--- src/rtl/counter_scheduler.sv ---
// Round-robin scheduler that time-shares one Counter between NUM_REQ requesters.
// Each granted requester owns the counter's enable until it has seen its
// requested number of carryout laps, or until it withdraws its request.
module counter_scheduler #(
    parameter int unsigned NUM_REQ = 4,
    parameter int unsigned LAP_W   = 4
) (
    input  logic                     clk,
    input  logic                     rst_n,
    input  logic [NUM_REQ-1:0]       req,
    input  logic [NUM_REQ*LAP_W-1:0] laps,
    output logic [NUM_REQ-1:0]       gnt,
    output logic [NUM_REQ-1:0]       done,
    output logic                     aborted,
    output logic                     busy,
    output logic [LAP_W-1:0]         lap_count,
    output logic                     cnt_enb,
    input  logic                     cnt_carryout
);

    localparam int unsigned IdxW = $clog2(NUM_REQ);

    typedef enum logic [1:0] {StIdle, StRun, StDone} state_e;

    state_e            state_q, state_d;
    logic [IdxW-1:0]   sel_q, sel_d;
    logic [IdxW-1:0]   ptr_q, ptr_d;
    logic [LAP_W-1:0]  target_q, target_d;
    logic [LAP_W-1:0]  lap_q, lap_d;
    logic              aborted_q, aborted_d;

    logic              pick_found;
    logic [IdxW-1:0]   pick_idx;
    logic [IdxW-1:0]   cand;
    logic [LAP_W-1:0]  pick_laps;
    logic [LAP_W-1:0]  lap_inc;
    logic [NUM_REQ-1:0] sel_onehot;

    // Search for the first asserted request starting at the round-robin pointer
    always_comb begin
        pick_found = 1'b0;
        pick_idx   = '0;
        cand       = '0;
        for (int i = 0; i < int'(NUM_REQ); i++) begin
            cand = IdxW'((32'(ptr_q) + 32'(i)) % NUM_REQ);
            if (!pick_found && req[cand]) begin
                pick_found = 1'b1;
                pick_idx   = cand;
            end
        end
        pick_laps = laps[32'(pick_idx) * LAP_W +: LAP_W];
        lap_inc   = lap_q + LAP_W'(1);
    end

    // Next-state logic: arbitrate in IDLE, count laps in RUN, one-cycle DONE
    always_comb begin
        state_d   = state_q;
        sel_d     = sel_q;
        ptr_d     = ptr_q;
        target_d  = target_q;
        lap_d     = lap_q;
        aborted_d = 1'b0;
        unique case (state_q)
            StIdle: begin
                if (pick_found) begin
                    sel_d    = pick_idx;
                    ptr_d    = (pick_idx == IdxW'(NUM_REQ - 1)) ? '0 : pick_idx + IdxW'(1);
                    // A zero-lap request is run as a single lap
                    target_d = (pick_laps == '0) ? LAP_W'(1) : pick_laps;
                    lap_d    = '0;
                    state_d  = StRun;
                end
            end
            StRun: begin
                if (cnt_carryout) begin
                    lap_d = lap_inc;
                end
                // Completion wins over a withdrawal seen in the same cycle
                if (cnt_carryout && (lap_inc == target_q)) begin
                    state_d   = StDone;
                    aborted_d = 1'b0;
                end else if (!req[sel_q]) begin
                    state_d   = StDone;
                    aborted_d = 1'b1;
                end
            end
            StDone: begin
                state_d = StIdle;
            end
            default: begin
                state_d = StIdle;
            end
        endcase
    end

    // State and job registers
    always_ff @(posedge clk or negedge rst_n) begin
        if (!rst_n) begin
            state_q   <= StIdle;
            sel_q     <= '0;
            ptr_q     <= '0;
            target_q  <= '0;
            lap_q     <= '0;
            aborted_q <= 1'b0;
        end else begin
            state_q   <= state_d;
            sel_q     <= sel_d;
            ptr_q     <= ptr_d;
            target_q  <= target_d;
            lap_q     <= lap_d;
            aborted_q <= aborted_d;
        end
    end

    // Outputs decoded from state so reset clears them without waiting for a clock
    always_comb begin
        sel_onehot        = '0;
        sel_onehot[sel_q] = 1'b1;
        gnt               = (state_q == StRun)  ? sel_onehot : '0;
        done              = (state_q == StDone) ? sel_onehot : '0;
        cnt_enb           = (state_q == StRun);
        busy              = (state_q != StIdle);
        aborted           = aborted_q;
        lap_count         = lap_q;
    end

endmodule

--- config.mk ---
export PLATFORM = sky130hd
export DESIGN_NAME = counter_scheduler
export DESIGN_NICKNAME = d
export VERILOG_FILES = /design/src/rtl/counter_scheduler.sv
export SDC_FILE = /design/constraint.sdc
export NUM_CORES = 1
export LEC_CHECK = 0
export CORE_ASPECT_RATIO = 1.25
export CORE_MARGIN = 2
export CORE_UTILIZATION = 47
export CTS_CLUSTER_DIAMETER = 200
export DETAILED_ROUTE_END_ITERATION = 10
export PLACE_DENSITY = 0.95
export SETUP_SLACK_MARGIN = 0.5
export SYNTH_ARGS = -nofsm -noshare
export SYNTH_HDL_FRONTEND = slang
export SYNTH_SLANG_ARGS = --single-unit
--- constraint.sdc ---
create_clock -name clk -period 3.7 [get_ports clk]
set_clock_uncertainty 0.05 [all_clocks]
set_input_delay 0.555 -clock clk [delete_from_list [all_inputs] [get_ports clk]]
set_output_delay 0.555 -clock clk [all_outputs]
set_load 0.02 [all_outputs]
=== After elaboration in Yosys (flattened, before gate mapping) ===
Index checks and enable logic that the tools add are counted.

* Flip-flop bits (word level): 15
* Input port bits: 23
* Output and inout port bits: 15

* Add/sub/neg operators: 5
* $lt $le $gt $ge: 6
* Eq/ne operators: 7
* Shift operators: 1
* Multiplexer cells: 34
* Reductions and logical operators: 15

{| class="wikitable"
|+ Operators with widths
! operator !! count
|-
| two-way mux 4 bit || 5
|-
| two-way mux 2 bit || 8
|-
| indexed part select 16 x 5 -> 4 bit || 1
|-
| less-than comparator 2 x 3 -> 1 bit, second input constant || 5
|-
| two-way mux 1 bit || 13
|-
| binary-select mux 1 bit (select 2 bit) || 5
|-
| case mux 4 bit (2 select lines) || 1
|-
| logical AND 1 bit || 5
|-
| adder 2 x 1 -> 2 bit, second input constant || 2
|-
| adder 2 bit, second input constant || 2
|-
| adder 4 x 1 -> 4 bit, second input constant || 1
|-
| == test 2 bit, second input constant || 2
|-
| == test 4 bit || 1
|-
| zero test 4 bit || 1
|-
| case mux 2 bit (2 select lines) || 1
|-
| AND reduction 2 bit || 2
|-
| nonzero test 2 bit || 2
|-
| zero test 1 bit || 3
|-
| != test 3 bit, second input constant || 1
|-
| AND reduction 3 bit || 1
|-
| demux 1 bit (select 2 bit) || 1
|-
| == test 2 x 1 -> 1 bit, second input constant || 1
|-
| >= comparator 2 x 1 -> 1 bit, second input constant || 1
|-
| zero test 2 bit || 1
|-
| other kinds (2) || 2
|}

=== Longest topological paths before layout ===
* Depth in word-level cells: 15
* Depth in mapped cells: 7
* Gate-level depth less buffers: 7

=== Worst setup path after synthesis ===
Ideal clock, no wire load.

* Path kind: input -> register
* Start: input port req[1]
* End: register target_q[0]
* Library setup time: 0.065 ns
* Arrival time: 1.871 ns
* Data required time: 3.585 ns
* Setup slack: 1.714 ns
* Cell stages on the path: 6
* Buffers on the path: 0
* Path through: mux2_4 > o221ai_4 > mux2i_1 > mux2i_1 > o311ai_1 > o21a_1

* Longest elaborated chain between the ends: 15

{| class="wikitable"
|+ RTL lines
! element !! RTL line !! text
|-
| start, declared || 10 || <nowiki>input logic [NUM_REQ-1:0] req,</nowiki>
|-
| binary-select mux 1 bit (select 2 bit) || 46 || <nowiki>if (!pick_found && req[cand]) begin</nowiki>
|-
| two-way mux 1 bit (implied by the code) || 46 ||
|-
| two-way mux 1 bit || 46 ||
|-
| zero test 1 bit || 46 ||
|-
| logical AND 1 bit || 46 ||
|-
| two-way mux 1 bit || 46 ||
|-
| zero test 1 bit || 46 ||
|-
| logical AND 1 bit || 46 ||
|-
| two-way mux 1 bit || 46 ||
|-
| zero test 1 bit || 46 ||
|-
| logical AND 1 bit || 46 ||
|-
| two-way mux 2 bit || 46 ||
|-
| indexed part select 16 x 5 -> 4 bit || 51 || <nowiki>pick_laps = laps[32'(pick_idx) * LAP_W +: LAP_W];</nowiki>
|-
| zero test 4 bit || 69 || <nowiki>target_d = (pick_laps == '0) ? LAP_W'(1) : pick_laps;</nowiki>
|-
| two-way mux 4 bit || 69 ||
|-
| end signal, assigned || 109 || <nowiki>target_q <= target_d;</nowiki>
|-
| end, declared || 28 || <nowiki>logic [LAP_W-1:0] target_q, target_d;</nowiki>
|}

Parallel ways exist; a longest one is shown, timed or not. The select of a mux whose other input is x is not followed.
A chain may end at the register's enable or synchronous reset.

=== Final worst setup path ===
Same ends and word-level chain as after synthesis.

==> metrics.yaml <==
power_and_ir_drop:
  seq_power_share_pct: 30.5
  power_density_mw_per_mm2: 695
  switching_share_pct: 44.1
  clkPwrFrac_pct: 9.6
  power_leakage_nw: 0.632
  ir_drop_mv: 0.354
  p_switching_mw: 0.434
  p_comb_share_pct: 60.0
  p_int_mw: 0.550
floorplanning:
  chipWidth_um: 45.4
  start_util_pct: 50.3
  dieArea_mm2: 0.00253
  core_area_mm2: 0.00200
  ioPinCount: 38
  die_h_um: 55.8
  row_count: 18
sta:
  grt_setup_unrepaired: "no"
  max_freq_ghz: 0.412
  final.period_utilization_pct: 65.6
  finalMaxSlewViolations: 0
  worst_slew_pin_slew_ps: 631
  period_needed_ps: 2430
  hold_viol_final: 0
  setup_viol: 0
  max_slew_margin_pct: 57.8
  fin_tns_setup_ps: 0
finish:
  finish.utilization_pct: 70.7
  n_antenna_cell: 0
  fin_cells: 172
  final_cell_mix: "37 x clkdlybuf4s50_1, 25 x nand2_1, 15 x dfrtp_1"
  drive_above_1_share_pct: 5.92
  layout_commonest_cell: "clkdlybuf4s50_1"
  fin_nets: 177
  fillers: 159
  syn2layout_area_growth_pct: 40.4
place:
  finalWeightedCongestion: 0.724
  port_buffers: 37
  placed_cells: 168
  dp_hpwl_um: 1890
clock_tree:
  htree_levels: 1
  cts_setup_buffers: 0
  root_buffer: "clkbuf_4"
  numCtsBuffers: 3
  cts_resized: 0
  cts_buffer_depth: 2
  insertion_delay_ps: 290
  hold_buffers: 0
  tritoncts: "built"
  clock_sinks: 15
  path_clk_slew_ps: 90
logic_synthesis:
  synthCells: 113
  synth.area.mux_share_pct: 16.1
  ys_types: 31
  synthesis.area_mm2: 0.00101
  syn_nets: 137
  synth_compound_area_share_pct: 13.6
  synth_warnings: 0
  synthAdderAreaFrac_pct: 1.24
  yosys.area_share.simple_pct: 22.7
  synth_top_area_share_pct: 37.2
  synth_area_per_cell_um2: 8.92
  synth_top_family_by_area: "simple AND/OR/NAND/NOR gates"
  synth_area_leader_cell: "dfrtp_1"
  ys_seq_area_share_pct: 37.2
  synth-seq-cells: 15
  synth_area_leaders: "dfrtp_1 37%, mux2i_1 11%, nand2_1 9.3%"
  synth_xor_area_share_pct: 6.08
route:
  drc: 0
  post_drt_wl_per_cell_um: 13.3
  vias: 973
  viasPerCell: 5.66
  dr.pass1.iters: 4
  drtIter0Drc: 15
  drtAntennaViolNets: 0
  totalWireLength_um: 2280
job:
  maxCapViolCount: 0
worst_setup_path:
  critical_path.cell_chain: "clkdlybuf4s50_1 -> mux2_4 -> o221ai_4 -> mux2i_1 -> mux2i_1 -> o311ai_1 -> o21a_1"
  startpoint_type: "input port"
  end_kind: "register"
  worstPathRequired_ps: 3890
  timing.critical_path.mode_cell: "mux2i_1"
  max_stage_delay_ps: 510
  critical_path_class: "in -> reg"
  slowest_stage: "clkdlybuf4s50_1"
  arrival_ps: 2610
  worstPathMaxFanout: 8
outcome:
  status: "finished, final reports clean"
global_route:
  grt_pass1_vias: 860
  grt_pass1_wl_um: 3690
  grt_remaining_overflow: 0
  grt_max_degree: 16
  track_usage_pct: 19.7
  antenna_found_initial: 0
hold_path:
  hold_class: "reg -> reg"
[layer usage]
metal	part of all wire, %	vias to the layer above	global-route usage [%]
met2	55	44	33.4
met3	5.4	6	4.22
met1	37	449	21.4
met4	2.8	0	10.9
met5	0	-	0
li1	-	474	-
[cell families after synthesis]
family	after synthesis
and+or+nand+nor	51
adders and majority gates	1
buffers and inverters	6
AOI/OAI and AO/OA	19
xor gates and xnor gates	7
muxes	14
DFF	15
[synth_stat cells]
cell and n:
nand2_1 25, dfrtp_1 15, mux2i_1 11, nor2_1 8, o21ai_0 8, nand3_1 6
nand2b_1 4, xnor2_1 4, a21oi_1 3, inv_1 3, xor2_1 3, a21boi_0 2
nor3_1 2, or2_2 2, and2_1 1, buf_6 1, clkbuf_1 1, clkinv_1 1
ha_1 1, mux2_2 1, mux2_4 1, mux4_1 1, nand4_1 1, nor4_1 1
o211ai_1 1, o21a_1 1, o221ai_4 1, o2bb2a_1 1, o311ai_1 1, o31ai_1 1
or3b_1 1
[flip-flops by register name (all words and copies together) (netlist names)]
register,cells
target_q,4
state_q,2
aborted,1
sel_q,2
ptr_q,2
lap_count,4
[layout make-up]
type	count	area, um^2	area share [%]
tap	20	25.0	1.77
clock buffer	3	22.5	1.59
clock inverter	1	5.00	0.353
inverter	4	15.0	1.06
sequential	15	375	26.5
multi-input combinational	92	603	42.6
timing repair buffer	37	370	26.1
[power groups by stage]
stage          combinational (mW)  clock, mW  sequential (mW)
2_1_floorplan               0.399          0            0.306
6_report                    0.590     0.0940            0.300
3_5_place_dp                0.590          0            0.303
5_1_grt                     0.652      0.101            0.310
4_1_cts                     0.592     0.0961            0.299
3_3_place_gp                0.564          0            0.298
[worst max-delay path: cells and delay by family]
family | cells | cell delay [ps]
AO/OA/AOI/OAI | 3 | 820
buffers and inverters | 1 | 510
multiplexers | 3 | 710
[worst paths after layout]
check | end | slack [ps] | startpoint | cells past startpoint
max in group asynchronous | lap_count[0] | 2600 | rst_n | 1
max reg2reg | target_q[0] | 1570 | ptr_q[1] | 6
min | target_q[3] | 470 | target_q[3] | 2
min in group asynchronous | sel_q[0] | 600 | rst_n | 1
min reg2reg | target_q[3] | 470 | target_q[3] | 2
max | target_q[0] | 1270 | req[1] | 7
[metrics by stage]
stage / worst slack (ps) / power (mW) / hold slack [ps] / area (um^2)
2_1_floorplan: 1710 / 0.704 / 209 / 1010
3_3_place_gp: 1150 / 0.861 / 435 / 1390
3_5_place_dp: 970 / 0.893 / 448 / 1390
4_1_cts: 1270 / 0.987 / 471 / 1420
5_1_grt: 1130 / 1.06 / 503 / 1420
6_report: 1270 / 0.984 / 471 / 1420
Power figures use the tool's default switching activity.
